$ cat src/rtl/riscv_types.sv
// Shared RISC-V atomic types: AMO opcodes, the agent sequencer state encoding
// and the store-conditional status codes.
package riscv_types;

  typedef enum logic [3:0] {
    AMO_LR   = 4'd0,
    AMO_SC   = 4'd1,
    AMO_SWAP = 4'd2,
    AMO_ADD  = 4'd3,
    AMO_XOR  = 4'd4,
    AMO_AND  = 4'd5,
    AMO_OR   = 4'd6,
    AMO_MIN  = 4'd7,
    AMO_MAX  = 4'd8,
    AMO_MINU = 4'd9,
    AMO_MAXU = 4'd10
  } amo_t;

  typedef enum logic [2:0] {
    SEQ_IDLE    = 3'd0,
    SEQ_RD_REQ  = 3'd1,
    SEQ_RD_WAIT = 3'd2,
    SEQ_ALU     = 3'd3,
    SEQ_WR_REQ  = 3'd4,
    SEQ_SC_CHK  = 3'd5,
    SEQ_RESP    = 3'd6
  } amo_seq_state_t;

  // SC result written back to rd: zero means the store happened.
  localparam logic [31:0] SC_SUCCESS = 32'd0;
  localparam logic [31:0] SC_FAIL    = 32'd1;

endpackage

$ cat src/rtl/amo_agent_sequencer_if.sv
// Bundle of LSU request/response, memory, reservation, shared-ALU and snoop
// signals around one AMO agent sequencer.
interface amo_agent_sequencer_if #(
  parameter int ID_W = 4
);
  import riscv_types::*;

  logic            req_valid;
  logic            req_ready;
  amo_t            req_op;
  logic [31:0]     req_addr;
  logic [31:0]     req_rs2;
  logic [ID_W-1:0] req_id;

  logic            mem_req_valid;
  logic            mem_req_ready;
  logic            mem_req_we;
  logic [31:0]     mem_req_addr;
  logic [31:0]     mem_req_wdata;
  logic            mem_rsp_valid;
  logic [31:0]     mem_rdata;

  logic            set_reservation;
  logic            clear_reservation;
  logic [31:0]     reservation;
  logic            reservation_valid;

  logic            rmw_valid;
  logic            rmw_grant;
  amo_t            op;
  logic [31:0]     rs1;
  logic [31:0]     rs2;
  logic [31:0]     rd;

  logic            inv_valid;
  logic [31:0]     inv_addr;

  logic            rsp_valid;
  logic [31:0]     rsp_data;
  logic [ID_W-1:0] rsp_id;
  logic            rsp_err;

  // master is the sequencer itself; slave is the LSU/memory/AMO-unit side.
  modport master (
    input  req_valid, req_op, req_addr, req_rs2, req_id,
    output req_ready,
    output mem_req_valid, mem_req_we, mem_req_addr, mem_req_wdata,
    input  mem_req_ready, mem_rsp_valid, mem_rdata,
    output set_reservation, clear_reservation, reservation,
    input  reservation_valid,
    output rmw_valid, op, rs1, rs2,
    input  rmw_grant, rd,
    input  inv_valid, inv_addr,
    output rsp_valid, rsp_data, rsp_id, rsp_err
  );

  modport slave (
    output req_valid, req_op, req_addr, req_rs2, req_id,
    input  req_ready,
    input  mem_req_valid, mem_req_we, mem_req_addr, mem_req_wdata,
    output mem_req_ready, mem_rsp_valid, mem_rdata,
    input  set_reservation, clear_reservation, reservation,
    output reservation_valid,
    input  rmw_valid, op, rs1, rs2,
    output rmw_grant, rd,
    output inv_valid, inv_addr,
    input  rsp_valid, rsp_data, rsp_id, rsp_err
  );

endinterface

$ cat src/rtl/amo_agent_sequencer.sv
// Per-agent LR/SC/AMO sequencer: read, shared-ALU cycle, write, one response,
// plus local reservation bookkeeping against snooped external stores.
module amo_agent_sequencer
  import riscv_types::*;
#(
  parameter int ID_W = 4
) (
  input logic                  clk,
  input logic                  rst_n,
  amo_agent_sequencer_if.master bus
);

  localparam logic [2:0] ST_IDLE    = SEQ_IDLE;
  localparam logic [2:0] ST_RD_REQ  = SEQ_RD_REQ;
  localparam logic [2:0] ST_RD_WAIT = SEQ_RD_WAIT;
  localparam logic [2:0] ST_ALU     = SEQ_ALU;
  localparam logic [2:0] ST_WR_REQ  = SEQ_WR_REQ;
  localparam logic [2:0] ST_SC_CHK  = SEQ_SC_CHK;
  localparam logic [2:0] ST_RESP    = SEQ_RESP;

  logic [2:0]      state;
  amo_t            op_q;
  logic [31:0]     addr_q;
  logic [31:0]     rs2_q;
  logic [31:0]     load_q;
  logic [31:0]     wdata_q;
  logic [31:0]     rsp_data_q;
  logic [ID_W-1:0] id_q;
  logic            err_q;
  logic            sc_kill;

  logic inv_hit;
  logic sc_ok;
  logic clear_res;

  assign inv_hit = bus.inv_valid && (bus.inv_addr == addr_q);
  // A snoop landing in the SC_CHK cycle itself must also kill the SC.
  assign sc_ok   = bus.reservation_valid && !sc_kill && !inv_hit;

  always_ff @(posedge clk) begin
    if (!rst_n) begin
      state      <= ST_IDLE;
      op_q       <= AMO_LR;
      addr_q     <= '0;
      rs2_q      <= '0;
      load_q     <= '0;
      wdata_q    <= '0;
      rsp_data_q <= '0;
      id_q       <= '0;
      err_q      <= 1'b0;
      sc_kill    <= 1'b0;
    end else begin
      if (state != ST_IDLE && inv_hit)
        sc_kill <= 1'b1;
      case (state)
        ST_IDLE: begin
          if (bus.req_valid) begin
            op_q   <= bus.req_op;
            addr_q <= bus.req_addr;
            rs2_q  <= bus.req_rs2;
            id_q   <= bus.req_id;
            err_q  <= (bus.req_addr[1:0] != 2'b00);
            if (bus.req_addr[1:0] != 2'b00) begin
              rsp_data_q <= '0;
              state      <= ST_RESP;
            end else if (bus.req_op == AMO_SC) begin
              state <= ST_SC_CHK;
            end else begin
              state <= ST_RD_REQ;
            end
          end
        end
        ST_RD_REQ: begin
          if (bus.mem_req_ready)
            state <= ST_RD_WAIT;
        end
        ST_RD_WAIT: begin
          if (bus.mem_rsp_valid) begin
            load_q <= bus.mem_rdata;
            if (op_q == AMO_LR) begin
              rsp_data_q <= bus.mem_rdata;
              state      <= ST_RESP;
            end else begin
              state <= ST_ALU;
            end
          end
        end
        ST_ALU: begin
          if (bus.rmw_grant) begin
            wdata_q    <= bus.rd;
            rsp_data_q <= load_q;
            state      <= ST_WR_REQ;
          end
        end
        ST_SC_CHK: begin
          if (sc_ok) begin
            wdata_q    <= rs2_q;
            rsp_data_q <= SC_SUCCESS;
            state      <= ST_WR_REQ;
          end else begin
            rsp_data_q <= SC_FAIL;
            state      <= ST_RESP;
          end
        end
        ST_WR_REQ: begin
          if (bus.mem_req_ready)
            state <= ST_RESP;
        end
        ST_RESP: begin
          sc_kill <= 1'b0;
          state   <= ST_IDLE;
        end
        default: state <= ST_IDLE;
      endcase
    end
  end

  always_comb begin
    clear_res = 1'b0;
    case (state)
      ST_IDLE:   clear_res = bus.inv_valid && bus.reservation_valid;
      ST_SC_CHK: clear_res = 1'b1;
      ST_ALU:    clear_res = bus.rmw_grant && bus.reservation_valid;
      default:   clear_res = 1'b0;
    endcase
  end

  assign bus.req_ready = (state == ST_IDLE);

  assign bus.mem_req_valid = (state == ST_RD_REQ) || (state == ST_WR_REQ);
  assign bus.mem_req_we    = (state == ST_WR_REQ);
  assign bus.mem_req_addr  = bus.mem_req_valid ? addr_q : '0;
  assign bus.mem_req_wdata = (state == ST_WR_REQ) ? wdata_q : '0;

  // While idle the AMO unit compares snooped stores against the reservation.
  assign bus.reservation       = (state == ST_IDLE) ? bus.inv_addr : addr_q;
  assign bus.set_reservation   = (state == ST_RD_WAIT) && (op_q == AMO_LR) && bus.mem_rsp_valid;
  assign bus.clear_reservation = clear_res;

  assign bus.rmw_valid = (state == ST_ALU);
  assign bus.op        = (state == ST_ALU) ? op_q : AMO_LR;
  assign bus.rs1       = (state == ST_ALU) ? load_q : '0;
  assign bus.rs2       = (state == ST_ALU) ? rs2_q : '0;

  assign bus.rsp_valid = (state == ST_RESP);
  assign bus.rsp_data  = (state == ST_RESP) ? rsp_data_q : '0;
  assign bus.rsp_id    = (state == ST_RESP) ? id_q : '0;
  assign bus.rsp_err   = (state == ST_RESP) && err_q;

endmodule

$ cat src/flat_wrapper.sv
// flat-port wrapper written by rule: the top's interface ports become plain ports
module amo_agent_sequencer_flat import riscv_types::*;
#(
  parameter int ID_W = 4
)
  (clk, rst_n, bus_req_valid, bus_req_op, bus_req_addr, bus_req_rs2, bus_req_id, bus_req_ready, bus_mem_req_valid, bus_mem_req_we, bus_mem_req_addr, bus_mem_req_wdata, bus_mem_req_ready, bus_mem_rsp_valid, bus_mem_rdata, bus_set_reservation, bus_clear_reservation, bus_reservation, bus_reservation_valid, bus_rmw_valid, bus_op, bus_rs1, bus_rs2, bus_rmw_grant, bus_rd, bus_inv_valid, bus_inv_addr, bus_rsp_valid, bus_rsp_data, bus_rsp_id, bus_rsp_err);
  amo_agent_sequencer_if #(.ID_W(ID_W)) bus_i ();
  input logic clk;
  input logic rst_n;
  input wire logic [$bits(bus_i.req_valid)-1:0] bus_req_valid;
  input wire logic [$bits(bus_i.req_op)-1:0] bus_req_op;
  input wire logic [$bits(bus_i.req_addr)-1:0] bus_req_addr;
  input wire logic [$bits(bus_i.req_rs2)-1:0] bus_req_rs2;
  input wire logic [$bits(bus_i.req_id)-1:0] bus_req_id;
  output wire logic [$bits(bus_i.req_ready)-1:0] bus_req_ready;
  output wire logic [$bits(bus_i.mem_req_valid)-1:0] bus_mem_req_valid;
  output wire logic [$bits(bus_i.mem_req_we)-1:0] bus_mem_req_we;
  output wire logic [$bits(bus_i.mem_req_addr)-1:0] bus_mem_req_addr;
  output wire logic [$bits(bus_i.mem_req_wdata)-1:0] bus_mem_req_wdata;
  input wire logic [$bits(bus_i.mem_req_ready)-1:0] bus_mem_req_ready;
  input wire logic [$bits(bus_i.mem_rsp_valid)-1:0] bus_mem_rsp_valid;
  input wire logic [$bits(bus_i.mem_rdata)-1:0] bus_mem_rdata;
  output wire logic [$bits(bus_i.set_reservation)-1:0] bus_set_reservation;
  output wire logic [$bits(bus_i.clear_reservation)-1:0] bus_clear_reservation;
  output wire logic [$bits(bus_i.reservation)-1:0] bus_reservation;
  input wire logic [$bits(bus_i.reservation_valid)-1:0] bus_reservation_valid;
  output wire logic [$bits(bus_i.rmw_valid)-1:0] bus_rmw_valid;
  output wire logic [$bits(bus_i.op)-1:0] bus_op;
  output wire logic [$bits(bus_i.rs1)-1:0] bus_rs1;
  output wire logic [$bits(bus_i.rs2)-1:0] bus_rs2;
  input wire logic [$bits(bus_i.rmw_grant)-1:0] bus_rmw_grant;
  input wire logic [$bits(bus_i.rd)-1:0] bus_rd;
  input wire logic [$bits(bus_i.inv_valid)-1:0] bus_inv_valid;
  input wire logic [$bits(bus_i.inv_addr)-1:0] bus_inv_addr;
  output wire logic [$bits(bus_i.rsp_valid)-1:0] bus_rsp_valid;
  output wire logic [$bits(bus_i.rsp_data)-1:0] bus_rsp_data;
  output wire logic [$bits(bus_i.rsp_id)-1:0] bus_rsp_id;
  output wire logic [$bits(bus_i.rsp_err)-1:0] bus_rsp_err;
  assign bus_i.req_valid = bus_req_valid;
  assign bus_i.req_op = bus_req_op;
  assign bus_i.req_addr = bus_req_addr;
  assign bus_i.req_rs2 = bus_req_rs2;
  assign bus_i.req_id = bus_req_id;
  assign bus_req_ready = bus_i.req_ready;
  assign bus_mem_req_valid = bus_i.mem_req_valid;
  assign bus_mem_req_we = bus_i.mem_req_we;
  assign bus_mem_req_addr = bus_i.mem_req_addr;
  assign bus_mem_req_wdata = bus_i.mem_req_wdata;
  assign bus_i.mem_req_ready = bus_mem_req_ready;
  assign bus_i.mem_rsp_valid = bus_mem_rsp_valid;
  assign bus_i.mem_rdata = bus_mem_rdata;
  assign bus_set_reservation = bus_i.set_reservation;
  assign bus_clear_reservation = bus_i.clear_reservation;
  assign bus_reservation = bus_i.reservation;
  assign bus_i.reservation_valid = bus_reservation_valid;
  assign bus_rmw_valid = bus_i.rmw_valid;
  assign bus_op = bus_i.op;
  assign bus_rs1 = bus_i.rs1;
  assign bus_rs2 = bus_i.rs2;
  assign bus_i.rmw_grant = bus_rmw_grant;
  assign bus_i.rd = bus_rd;
  assign bus_i.inv_valid = bus_inv_valid;
  assign bus_i.inv_addr = bus_inv_addr;
  assign bus_rsp_valid = bus_i.rsp_valid;
  assign bus_rsp_data = bus_i.rsp_data;
  assign bus_rsp_id = bus_i.rsp_id;
  assign bus_rsp_err = bus_i.rsp_err;
  amo_agent_sequencer #(.ID_W(ID_W)) u_core (.clk(clk), .rst_n(rst_n), .bus(bus_i));
endmodule
$ cat config.mk
export PLATFORM = sky130hd
export DESIGN_NAME = amo_agent_sequencer_flat
export DESIGN_NICKNAME = d
export VERILOG_FILES = /design/src/rtl/riscv_types.sv /design/src/rtl/amo_agent_sequencer_if.sv /design/src/rtl/amo_agent_sequencer.sv /design/src/flat_wrapper.sv
export SDC_FILE = /design/constraint.sdc
export NUM_CORES = 1
export LEC_CHECK = 0
export CORE_AREA = 2 2 150 152
export CTS_CLUSTER_SIZE = 14
export DETAILED_ROUTE_END_ITERATION = 6
export DIE_AREA = 0 0 152 154
export PLACE_DENSITY_LB_ADDON = 0.2
export SKIP_LAST_GASP = 1
export SLEW_MARGIN = 20
export SYNTH_ARGS = -nofsm -noshare
export SYNTH_HDL_FRONTEND = slang
export SYNTH_SLANG_ARGS = --single-unit
$ cat constraint.sdc
create_clock -name clk -period 2.99 [get_ports clk]
set_input_delay 0.598 -clock clk [delete_from_list [all_inputs] [get_ports clk]]
set_output_delay 0.598 -clock clk [all_outputs]
set_load 0.005 [all_outputs]
==> metrics.cfg <==
[logic_synthesis]
synth_seq_cells = 173
synthSimpleGateAreaFrac = 0.257
synth_common_cells = nand2_1, dfxtp_1, a21oi_1, and2_1, clkbuf_1
syn_nets = 1231
synth_top_family_by_area = simple AND/OR/NAND/NOR gates
async_reset_ff_frac = 0
synth_flop_cell = dfxtp_1
yosys.area.top_type_share = 0.399
yosys.area.top_type = dfxtp_1
synth_cells = 1055
synth.cell_area_um2 = 8680
synth_xor_area_frac = 0.0333
synthTopCellsByArea = dfxtp_1, nand2_1, and2_1, o221a_2, a21oi_1
yosysMostFrequentCell = nand2_1
synth_fa_ha_area_frac = 0
ys_types = 42
synth_area_per_cell_um2 = 8.23
yosysSeqAreaShare = 0.399
synthMuxAreaShare = 0.0415
synth_edf_count = 0
synth_compound_area_frac = 0.222
yosysWarnings = 0

[global_routing]
grt_max_degree = 50
grt_pass1_wl_um = 49700
grt_use_total = 0.266
grt_overflow = 0
grt_pass1_vias = 8799
antenna_found_initial = 1

[place]
gp_congestion = 0.848
dpl.hpwl_um = 23100
portBuffers = 383
pre_cts_ws_ns = -0.135

[sta]
tightest_slew_ns = 0.613
skew_ns = 0.0131
period_needed_ns = 2.93
maxSlewViolCount = 0
finalSetupViolations = 0
fin_crit_sh = 0.979
worst_slack_ns = 0.0624
maxSlewHeadroom = 0.591
fin_tns_setup_ns = 0
hold_viol_final = 0
rsz0062_at_grt = yes
fmax_mhz = 342

[worst_setup_path]
path_class = reg -> out
timing.rr.end = u_core.wdata_q[26]$_SDFFE_PN0P_
reg2reg_from = u_core.addr_q[10]$_SDFFE_PN0P_
crit_start = u_core.state[2]$_SDFFE_PN0P_
r2r_slack_ns = 0.53
endpoint_kind = output pin
crit_arrival_ns = 2.33
crit_required_ns = 2.39
reg2regPathDepth = 7
worst_setup_path_start_kind = flip-flop
cp_max_fo = 34

[clock_tree]
clk_pin_slew_ns = 0.07
cts_root_buf = clkbuf_16
cts_tree = done
insertion_delay_ns = 0.44
holdBufCountCts = 0
h-tree-depth = 4
clockBufferDepth = 2
clkSinkCount = 173
cts_buffers = 17

[floorplanning]
core_region_area_um2 = 21700
dieHeight_um = 154
num_rows = 54
dieArea_um2 = 23400
fp.dieW_um = 152
io_pins = 384
initial_core_util = 0.400

[min_path]
min_path_type = reg -> reg
min_from = u_core.id_q[2]$_SDFFE_PN0P_
hold_depth = 2
hold_end = u_core.id_q[2]$_SDFFE_PN0P_

[drt]
routed_wl_um = 32700
dr_wl_met2_um = 16000
ant_nets = 0
wl_met3_um = 2640
drt-initial-drc-count = 470
wl_met1_um = 13200
routed-via-count = 9104
viasPerCell = 5.39
wl_per_cell_um = 19.3
drc = 0
top_layer_used = met4
dr.pass1.iters = 5

[cells_and_area]
fin_nets = 1570
area_growth_pct = 55.7
drive_above_1_share = 0.114

[power_and_ir_drop]
p_leak_nw = 5.42
peakVddDrop_mv = 0.529
power.density_nw_per_um2 = 697

[status]
status = complete, no violations

[job]
drv_cap = 0

==> logic make-up after synthesis <==
logic type	after synthesis
flops	173
buf+inv	100
compound gates	259
mux	32
xor+xnor	33
simple gates	458
==> stage by stage <==
step / cell area, µm² / power (mW) / hold WS (ns) / std cells / utilization
after detailed placement: 12900 / 7.12 / 0.442 / 1654 / 0.594
after global routing: 13500 / 9.93 / 0.471 / 1687 / 0.623
after floorplan: 8680 / 5.10 / 0.432 / 1055 / -
final: 13500 / 9.42 / 0.451 / 1688 / 0.623
after CTS: 13500 / 9.45 / 0.451 / 1687 / 0.623
after global placement: 12900 / 7.09 / 0.437 / 1654 / 0.594
==> report_power, final <==
group	internal [mW]	switching (mW)	leakage (nW)
combinational	1.98	2.22	3.73
sequential	2.61	0.294	1.41
clock	1.27	1.04	0.292
==> layout by cell type (no fill, tap or decap), types with 12 or more instances in the layout <==
master	count
xnor2_1	14
clkbuf_16	17
buf_4	20
clkdlybuf4s50_1	383
a22oi_1	32
o221a_2	49
o221a_1	15
dfxtp_1	170
a21o_1	33
nand2_1	215
mux2_2	32
nor2_1	37
and2_1	103
a21oi_1	109
and3_1	69
xor2_1	19
buf_12	12
==> per-layer routing <==
metal	global-route usage	up-vias
met4	0.0935	0
met1	0.319	4305
met2	0.452	392
met5	0	-
li1	-	4355
met3	0.0826	52
==> worst max-delay path, stage by stage (launching register included) <==
cell and delay (ns):
dfxtp_2 0.42, nor3_2 0.32, buf_12 0.26, mux2_2 0.37, clkdlybuf4s50_1 0.52
==> worst max path at each step <==
stage,endpoint,slack (ns),cells after the start
floorplan,u_core.wdata_q[10]$_SDFFE_PN0P_,0.64,7
global placement,u_core.wdata_q[23]$_SDFFE_PN0P_,-0.13,8
detailed placement,u_core.wdata_q[26]$_SDFFE_PN0P_,-0.14,8
CTS,bus_reservation[31],0.03,4
global route,bus_reservation[31],-0.04,4
finish,bus_reservation[1],0.06,4
==> sequential cells by signal, summed over array words and instances, names as in the netlist <==
register	flops
u_core.sc_kill	1
u_core.addr_q	32
u_core.rsp_data_q	32
u_core.id_q	4
u_core.op_q	4
u_core.load_q	32
u_core.wdata_q	32
u_core.state	3
u_core.rs2_q	32
u_core.err_q	1
==> area by class of cell <==
class,instances,area (µm²)
Clock buffer,18,429
Clock inverter,14,180
Timing Repair Buffer,416,4240
Fill cell,1924,8170
Sequential cell,173,3470
Inverter,4,17.5
Multi-Input combinational cell,782,4830
Antenna cell,1,2.50
Tap cell,280,350
==> timing repair <==
action / CTS / global route
endpoints found under the setup margin: 74 / 4
gates resized for setup: 1 / 1
gates cloned: 0 / 0
buffers inserted: 1 / 0
Power figures use the tool's default switching activity.
